==> config.mk <==
export PLATFORM = sky130hd
export DESIGN_NAME = instr_fetch_unit
export DESIGN_NICKNAME = d
export VERILOG_FILES = /design/src/rtl/instr_fetch_unit.sv
export SDC_FILE = /design/constraint.sdc
export NUM_CORES = 1
export LEC_CHECK = 0
export ABC_CLOCK_PERIOD_IN_PS = 12710
export CAP_MARGIN = 30
export CORE_MARGIN = 1.5
export CORE_UTILIZATION = 44
export DETAILED_ROUTE_END_ITERATION = 10
export PLACE_DENSITY = 0.8
export RECOVER_POWER = 25
export SLEW_MARGIN = 20
export SYNTH_ARGS = -nofsm -noshare
export SYNTH_HDL_FRONTEND = slang
export SYNTH_SLANG_ARGS = --single-unit
==> constraint.sdc <==
create_clock -name clk -period 12.71 [get_ports clk]
set_input_delay 1.9065 -clock clk [delete_from_list [all_inputs] [get_ports clk]]
set_output_delay 1.9065 -clock clk [all_outputs]
set_load 0.005 [all_outputs]
==> src/rtl/instr_fetch_unit.sv <==
// instr_fetch_unit: single-outstanding instruction fetch with IF/ID register, 1-entry skid buffer and redirect squash
module instr_fetch_unit #(
  parameter int XLEN    = 64,
  parameter int ILEN    = 32,
  parameter int PC_STEP = 4
) (
  input  logic            clk,
  input  logic            reset,
  input  logic [XLEN-1:0] pc_q,
  output logic [XLEN-1:0] pc_d,
  input  logic            redirect_valid,
  input  logic [XLEN-1:0] redirect_pc,
  output logic            imem_req_valid,
  input  logic            imem_req_ready,
  output logic [XLEN-1:0] imem_req_addr,
  input  logic            imem_rsp_valid,
  input  logic [ILEN-1:0] imem_rsp_data,
  input  logic            id_stall,
  output logic            ifid_valid,
  output logic [XLEN-1:0] ifid_pc,
  output logic [ILEN-1:0] ifid_instr
);
  localparam logic [1:0] S_REQ  = 2'd0;
  localparam logic [1:0] S_WAIT = 2'd1;
  localparam logic [1:0] S_DROP = 2'd2;
  localparam logic [XLEN-1:0] ALIGN_MASK = ~XLEN'(3);
  logic [1:0]      state_q, state_d;
  logic [XLEN-1:0] req_pc_q, req_pc_d;
  logic            ifid_valid_q, ifid_valid_d;
  logic [XLEN-1:0] ifid_pc_q, ifid_pc_d;
  logic [ILEN-1:0] ifid_instr_q, ifid_instr_d;
  logic            skid_full_q, skid_full_d;
  logic [XLEN-1:0] skid_pc_q, skid_pc_d;
  logic [ILEN-1:0] skid_instr_q, skid_instr_d;
  logic            in_wait, in_drop, hs, rsp_load, to_ifid, to_skid;
  assign in_wait        = state_q == S_WAIT;
  assign in_drop        = state_q == S_DROP;
  assign imem_req_valid = !reset && state_q == S_REQ && !skid_full_q && !redirect_valid;
  assign imem_req_addr  = pc_q;
  assign hs             = imem_req_valid && imem_req_ready;
  assign pc_d           = reset ? pc_q : redirect_valid ? (redirect_pc & ALIGN_MASK) :
                          hs ? pc_q + XLEN'(PC_STEP) : pc_q;
  // A redirect in the response cycle discards the word instead of loading it
  assign rsp_load       = in_wait && imem_rsp_valid && !redirect_valid;
  assign to_ifid        = rsp_load && (!ifid_valid_q || !id_stall);
  assign to_skid        = rsp_load && ifid_valid_q && id_stall;
  assign ifid_valid     = ifid_valid_q;
  assign ifid_pc        = ifid_pc_q;
  assign ifid_instr     = ifid_instr_q;
  always_comb begin
    state_d      = hs ? S_WAIT : (in_wait || in_drop) ?
                   (imem_rsp_valid ? S_REQ : (in_wait && redirect_valid) ? S_DROP : state_q) : S_REQ;
    req_pc_d     = hs ? pc_q : req_pc_q;
    ifid_valid_d = ifid_valid_q;
    ifid_pc_d    = ifid_pc_q;
    ifid_instr_d = ifid_instr_q;
    skid_full_d  = skid_full_q;
    skid_pc_d    = skid_pc_q;
    skid_instr_d = skid_instr_q;
    if (to_ifid) begin
      ifid_valid_d = 1'b1;
      ifid_pc_d    = req_pc_q;
      ifid_instr_d = imem_rsp_data;
    end else if (to_skid) begin
      skid_full_d  = 1'b1;
      skid_pc_d    = req_pc_q;
      skid_instr_d = imem_rsp_data;
    end else if (!id_stall) begin
      ifid_valid_d = skid_full_q;
      ifid_pc_d    = skid_full_q ? skid_pc_q : ifid_pc_q;
      ifid_instr_d = skid_full_q ? skid_instr_q : ifid_instr_q;
      skid_full_d  = 1'b0;
    end
    if (redirect_valid) begin
      ifid_valid_d = 1'b0;
      skid_full_d  = 1'b0;
    end
  end
  always_ff @(posedge clk or posedge reset) begin
    if (reset) begin
      state_q      <= S_REQ;
      req_pc_q     <= '0;
      ifid_valid_q <= 1'b0;
      ifid_pc_q    <= '0;
      ifid_instr_q <= '0;
      skid_full_q  <= 1'b0;
      skid_pc_q    <= '0;
      skid_instr_q <= '0;
    end else begin
      state_q      <= state_d;
      req_pc_q     <= req_pc_d;
      ifid_valid_q <= ifid_valid_d;
      ifid_pc_q    <= ifid_pc_d;
      ifid_instr_q <= ifid_instr_d;
      skid_full_q  <= skid_full_d;
      skid_pc_q    <= skid_pc_d;
      skid_instr_q <= skid_instr_d;
    end
  end
endmodule

Yosys cells after proc, flatten, opt, wreduce, memory -nomap -nowiden
Index checks and enable logic that the tools add are counted.
Word-level totals
  flip-flop bits (word level): 260
  input bits: 166
  word-level logic and storage cells: 65
Cells by class
  $add $sub $neg: 1
  equality and inequality tests: 9
  multiplexer cells: 23
  bitwise logic cells: 1
  reductions and logical operators: 23
Operator list (number)
  $mux W64: 7
  $mux W32: 4
  $add A64 B3 Y64 const B: 1
  $logic_and A1 B1 Y1: 10
  $mux W1: 8
  $mux W2: 4
  $ne A3 B2 Y1 const B: 2
  $reduce_and A2 Y1: 3
  $logic_not A1 Y1: 5
  $ne A2 B2 Y1 const B: 2
  $ne A4 B3 Y1 const B: 1
  $ne A3 B3 Y1 const B: 1
  $reduce_and A3 Y1: 1
  $eq A2 B1 Y1 const B: 1
  $eq A2 B2 Y1 const B: 1
  $logic_not A2 Y1: 1
  $logic_or A1 B1 Y1: 2
  $ne A2 B1 Y1 const B: 1
  $reduce_bool A2 Y1: 1
  $not A1 Y1: 1

Depth between registers and ports, before layout
Gate-level depths: netlist of run 1.
  depth in word-level cells: 8
  mapped depth: 10
  mapped depth without buffers: 8

Least setup slack after synthesis of run 1
Ideal clock, no wire load.
  path kind: input-to-output
  start: in reset
  end: out pc_d[33]
  arrival time: 10937 ps
  data required time: 10804 ps
  path slack: -134 ps
  stages on the path: 5
  buffers on the path: 2
  cell sequence: inv_1 clkbuf_1 clkbuf_1 o22ai_1 a21oi_1
Between the ends
  cells in the longest elaborated chain, start to end: 8
RTL lines
  from (decl): RTL line 8  | input logic reset,
  $logic_not A1 Y1 (no source line)
  $logic_and A1 B1 Y1 (3 in a row): RTL line 38  | assign imem_req_valid = !reset && state_q == S_REQ && !skid_full_q && !redirect_valid;
  $logic_and A1 B1 Y1: RTL line 40  | assign hs = imem_req_valid && imem_req_ready;
  $mux W64: RTL line 42  | hs ? pc_q + XLEN'(PC_STEP) : pc_q;
  $mux W64: RTL line 41  | assign pc_d = reset ? pc_q : redirect_valid ? (redirect_pc & ALIGN_MASK) :
  $mux W64 *: RTL line 41
  to (decl): RTL line 10  | output logic [XLEN-1:0] pc_d,
Every way passes the cells marked *; elsewhere a longest branch is shown, timed or not.

Worst setup path in the final report of run 1
  start: in reset
  end: out pc_d[57]
The elaborated chain is that of the path after synthesis.

==> metrics.yaml, run 1 <==
grt_pass1_vias: 11727
cp_max_fo: 30
cp.arrival_ps: 6230
ys_ff_latch: 260
die_w_um: 178.4
fin_crit_sh_pct: 64.05
htreeDepth: 1
setup_violations: 0
mostFrequentLayoutCells: "clkdlybuf4s50_1 (384), nand2_1 (315), dfrtp_1 (260)"
synth_top_area_share_pct: 48.05
postCtsSetupBuffers: 0
gp_congestion: 0.8534
die_h_um: 178.4
violations: "design-rule violations, max-capacitance violations, max-slew violations"
synth_cells: 1412
power.density_nw_per_um2: 134.7
end_kind: "primary output"
die_area_um2: 31830
path_class: "in2out"
synth_edf_count: 0
hold_viol: 0
rsz0062_at_grt: "false"
synth_nets: 1582
grt_start_max_net_pins: 102
grt_pass1_wl_um: 64600
area_growth_syn_to_layout_pct: 35.18
finalPower_uw: 2466
critPathTopFamily: "simple AND/OR/NAND/NOR gates"
antenna_found_initial: 2
grt_remaining_overflow: 0
worstPathCellList: "buf_2 > clkbuf_1 > or4b_1 > nor4_4 > nand4_2 > or4_1 > nand3_1 > clkdlybuf4s50_1"
clockBufferDepth: 3
cts_root_buffer: "clkbuf_16"
numCtsBuffers: 28
slowest_delay_ps: 1030
maxCapViolations: 2
cts_sinks: 260
rows: 64
synth_flop_cell: "dfrtp_1"
routed_wl_um: 42820
skew_ps: 18.16
core_region_area_um2: 30430
avgRoutedWirePerCell_um: 20.34
holdCritPathClass: "reg2reg"
vias: 11919
start_util_pct: 44.49
synth-seq-area-share_pct: 48.05
worstMarginPinSlew_ps: 1944
synth_area_leaders: "dfrtp_1 (48%), nand2_1 (8.8%), mux2i_1 (8.1%), mux2_2 (8.1%), o21ai_0 (4.1%)"
timing.fmax_mhz: 122.8
ctsResizeCount: 0
cpMaxStageDelayCell: "or4b_1"
clk_latency_ps: 530
status: "finished, violations left"
fin_nets: 1860
drive_above_1_share_pct: 10.66
post-dp-hpwl_um: 28860
final_max_slew_viol_count: 59
slew_headroom_pct: -29.57
cp.required_ps: 10800
io_buffers: 389
cts_tree: "yes"
drc_errors: 2
min_period_ps: 8140
tns_ps: 0
synth_cell_types: 62
synthArstFlopShare_pct: 100.0
clk_pin_slew_ps: 60
antenna_left: 0
postSynthAreaPerCell_um2: 9.589
synth.largest_area_cell: "dfrtp_1"
critical_path_buf_inv_count: 3
boundaryPins: 392
peakVddDrop_mv: 0.1008
drtPass1Iterations: 8
p_leak_uw: 0.007915
final_util_pct: 60.15
layout_commonest_cell: "clkdlybuf4s50_1"
syn-cell-area_um2: 13540
track_usage_pct: 25.87
start_kind: "input port"
yosys_warnings: 0
ctsHoldBuffers: 0
via_per_inst: 5.662
drtIter0Drc: 1006
==> worst paths after layout <==
check	end	startpoint	slack [ps]	depth (start not counted)
setup / recovery	pc_d[57]	reset	4570	8
hold / removal	req_pc_q[1]	req_pc_q[1]	490	2
setup reg to reg	ifid_pc[13]	state_q[1]	9760	7
hold reg to reg	req_pc_q[1]	req_pc_q[1]	490	2
max in group asynchronous	ifid_pc[33]	reset	7730	6
min in group asynchronous	req_pc_q[17]	reset	2510	3
==> sequential cells by signal, summed over array words and instances, names as in the netlist <==
signal / flops
state_q: 2
ifid_pc: 64
skid_instr_q: 32
ifid_instr: 32
ifid_valid: 1
req_pc_q: 64
skid_full_q: 1
skid_pc_q: 64
==> worst register-to-register path, stage by stage (launching register included) <==
cell	delay, ps
dfrtp_1	390
inv_1	80
ha_1	170
nand2_1	120
nor3b_2	170
buf_4	710
buf_4	820
o21ai_0	330
==> metrics by stage <==
step           instance area, um^2  setup slack (ps)  hold slack (ps)  cells
2_1_floorplan                13540              4332            462.0   1412
4_1_cts                      18180              4985            497.2   2098
6_report                     18300              4570            493.8   2105
5_1_grt                      18300              4348            514.4   2104
3_5_place_dp                 17230              4981            481.5   2051
3_3_place_gp                 17230              4983            475.3   2051
==> power by group <==
part | leakage (uW) | total, uW | internal, uW | switching, uW
Clock | 0.000470 | 845 | 517 | 328
Sequential | 0.00344 | 1050 | 966 | 88.6
Combinational | 0.00400 | 567 | 328 | 239
Total | 0.00791 | 2470 | 1810 | 655
==> synth_stat cells (all sizes together), types with 5 or more instances <==
cell	count
or3	5
nand2	318
o22ai	38
a31oi	8
buf	75
clkbuf	88
and3	7
mux2	97
o31a	5
a21oi	34
a22oi	7
or2	5
nor4	17
or4	6
o21ai	110
mux2i	110
xor2	9
inv	11
nor2	43
and2	9
nor3	21
nand4	28
nand3	38
dfrtp	260
xnor2	6
==> per-layer routing <==
layer,vias to the layer above,share of wire [%],wire (um),GRT usage (%)
met3,75,7.5,3217,4.071
li1,5454,-,-,-
met2,550,48,20490,42.60
met5,-,0,0,0
met4,0,2.3,994,7.743
met1,5840,42,18120,35.09
==> cell type report <==
type	instances	area, um^2
Clock inverter	11	161.4
Antenna cell	2	5.005
Fill cell	2556	12130
Multi-Input combinational cell	977	6157
Timing Repair Buffer	411	4133
Tap cell	396	495.5
Clock buffer	36	792.0
Inverter	12	52.55
Sequential cell	260	6506
==> cells by family (layout without fill, tap and decap cells) <==
family | count (synthesis) | after routing | synth area share (%)
AND/OR/NAND/NOR | 512 | 512 | 17.02
adder cells (fa/ha/maj) | 4 | 4 | 0.3697
AO/OA/AOI/OAI | 239 | 239 | 10.62
XOR/XNOR | 15 | 15 | 0.9704
multiplexers | 207 | 207 | 16.20
buffers and inverters | 175 | 470 | 6.765
flip-flops | 260 | 260 | 48.05
other | 0 | 2 | 0
(Power assumes the default switching activity.)
==> inputs of run 2 (changes only) <==
ABC_CLOCK_PERIOD_IN_PS = 6900   (was 12710)
clock period = 6.9 ns   (was 12.71 ns; I/O delays follow)
==> run 2 against run 1 <==
  * The run ends with max-capacitance violations, max-slew violations left
  * Non-clock buffer count is 2 higher
  * Wire length up 1.8%
  * Die area is the same
  * Total power rose by 86%
  * Final cell count rose by 0.38%
  * Cell area is 0.20% higher
  * Critical path type unchanged
  * Via count increased by 1.3%
==> metrics.yaml, run 2 (synthesized netlist as in run 1, its figures left out) <==
status: "finished, violations left"
violations: "max-capacitance violations, max-slew violations"
holdCritPathClass: "reg2reg"
avgRoutedWirePerCell_um: 20.63
worstPathCellList: "clkdlybuf4s50_1 > or4b_1 > nor4_2 > nand3_1 > or4_1 > nand3_1 > clkdlybuf4s50_1"
antenna_left: 0
maxCapViolations: 2
die_area_um2: 31830
cts_sinks: 260
die_h_um: 178.4
rsz0062_at_grt: "false"
cts_tree: "yes"
htreeDepth: 1
finalPower_uw: 4590
drtPass1Iterations: 8
clockBufferDepth: 3
gp_congestion: 0.8698
vias: 12074
critPathTopFamily: "simple AND/OR/NAND/NOR gates"
critPathLaunch: "redirect_valid"
io_buffers: 389
cpMaxStageDelayCell: "nor4_2"
timing.fmax_mhz: 167.2
core_region_area_um2: 30430
ctsResizeCount: 0
postCtsSetupBuffers: 0
cts_root_buffer: "clkbuf_16"
final_max_slew_viol_count: 119
track_usage_pct: 26.52
clk_pin_slew_ps: 60
drc_errors: 0
hp-start: "req_pc_q[53]"
hold_depth: 2
cp_max_fo: 7
antenna_found_initial: 2
grt_pass1_vias: 11906
grt_remaining_overflow: 0
cp.required_ps: 5860
slowest_delay_ps: 880
via_per_inst: 5.714
rows: 64
drive_above_1_share_pct: 11.03
slew_headroom_pct: -112.6
power.density_nw_per_um2: 250.3
routed_wl_um: 43590
skew_ps: 14.72
end_kind: "primary output"
cp.arrival_ps: 4950
peakVddDrop_mv: 0.1842
fin_crit_sh_pct: 86.68
clk_latency_ps: 560
ctsHoldBuffers: 0
setup_violations: 0
drtIter0Drc: 918
path_class: "in2out"
layout_commonest_cell: "clkdlybuf4s50_1"
path_depth: 7
min_period_ps: 5981
fin_nets: 1862
worstMarginPinSlew_ps: 3189
area_growth_syn_to_layout_pct: 35.45
mostFrequentLayoutCells: "clkdlybuf4s50_1 (387), nand2_1 (315), dfrtp_1 (260)"
p_leak_uw: 0.007926
critical_path_buf_inv_count: 2
tns_ps: 0
grt_start_max_net_pins: 119
die_w_um: 178.4
post-dp-hpwl_um: 29570
reg2regPathDepth: 8
placed_area_um2: 17270
start_util_pct: 44.49
timing.rr.start: "state_q[0]"
final_area_um2: 18340
grt_pass1_wl_um: 65810
start_kind: "input port"
boundaryPins: 392
numCtsBuffers: 28
hold_viol: 0
## run 2: metal layers
| metal | vias up | GRT usage, % | part of all wire [%] |
|---|---|---|---|
| li1 | 5453 | - | - |
| met1 | 5984 | 33.88 | 41 |
| met2 | 545 | 45.70 | 49 |
| met3 | 92 | 5.051 | 7.8 |
| met4 | 0 | 7.396 | 2.7 |
| met5 | - | 0 | 0 |
## run 2: power breakdown
part / internal (uW) / total [uW] / switching, uW
registers: 1780 / 1940 / 165
logic: 605 / 1050 / 442
clock network: 956 / 1600 / 643
total: 3340 / 4590 / 1250
## run 2: area by class of cell
class / instances / area, um^2
clock inverters: 14 / 182.7
multi-input cells: 977 / 6162
repair buffers: 413 / 4105
fillers: 2517 / 12090
flip-flops and latches: 260 / 6506
inverters: 12 / 52.55
clock buffers: 37 / 824.5
well taps: 396 / 495.5
diodes: 4 / 10.01
## run 2: tightest hold or removal path, cell delays in order (launching register included)
cell	delay (ps)
dfrtp_1	360
nand2_1	50
o21ai_0	60
## run 2: path summary, 6_finish.rpt
| path | slack, ps | endpoint |
|---|---|---|
| worst min-delay path | 500 | ifid_pc[53] |
| worst min register to register | 500 | ifid_pc[53] |
| max in group asynchronous | 1800 | ifid_instr[1] |
| worst max-delay path | 920 | pc_d[46] |
| min in group asynchronous | 960 | ifid_pc[17] |
| worst max register to register | 3760 | req_pc_q[10] |
## run 2: through the flow
stage	hold WS, ps	util (%)	std cells	worst slack [ps]
3_5_place_dp	481.7	56.76	2054	1001
6_report	497.2	60.27	2113	919.1
4_1_cts	497.6	60.07	2105	975.4
5_1_grt	516.7	60.25	2111	726.4
2_1_floorplan	462.0	-	1412	265.5
3_3_place_gp	475.0	56.67	2053	1036
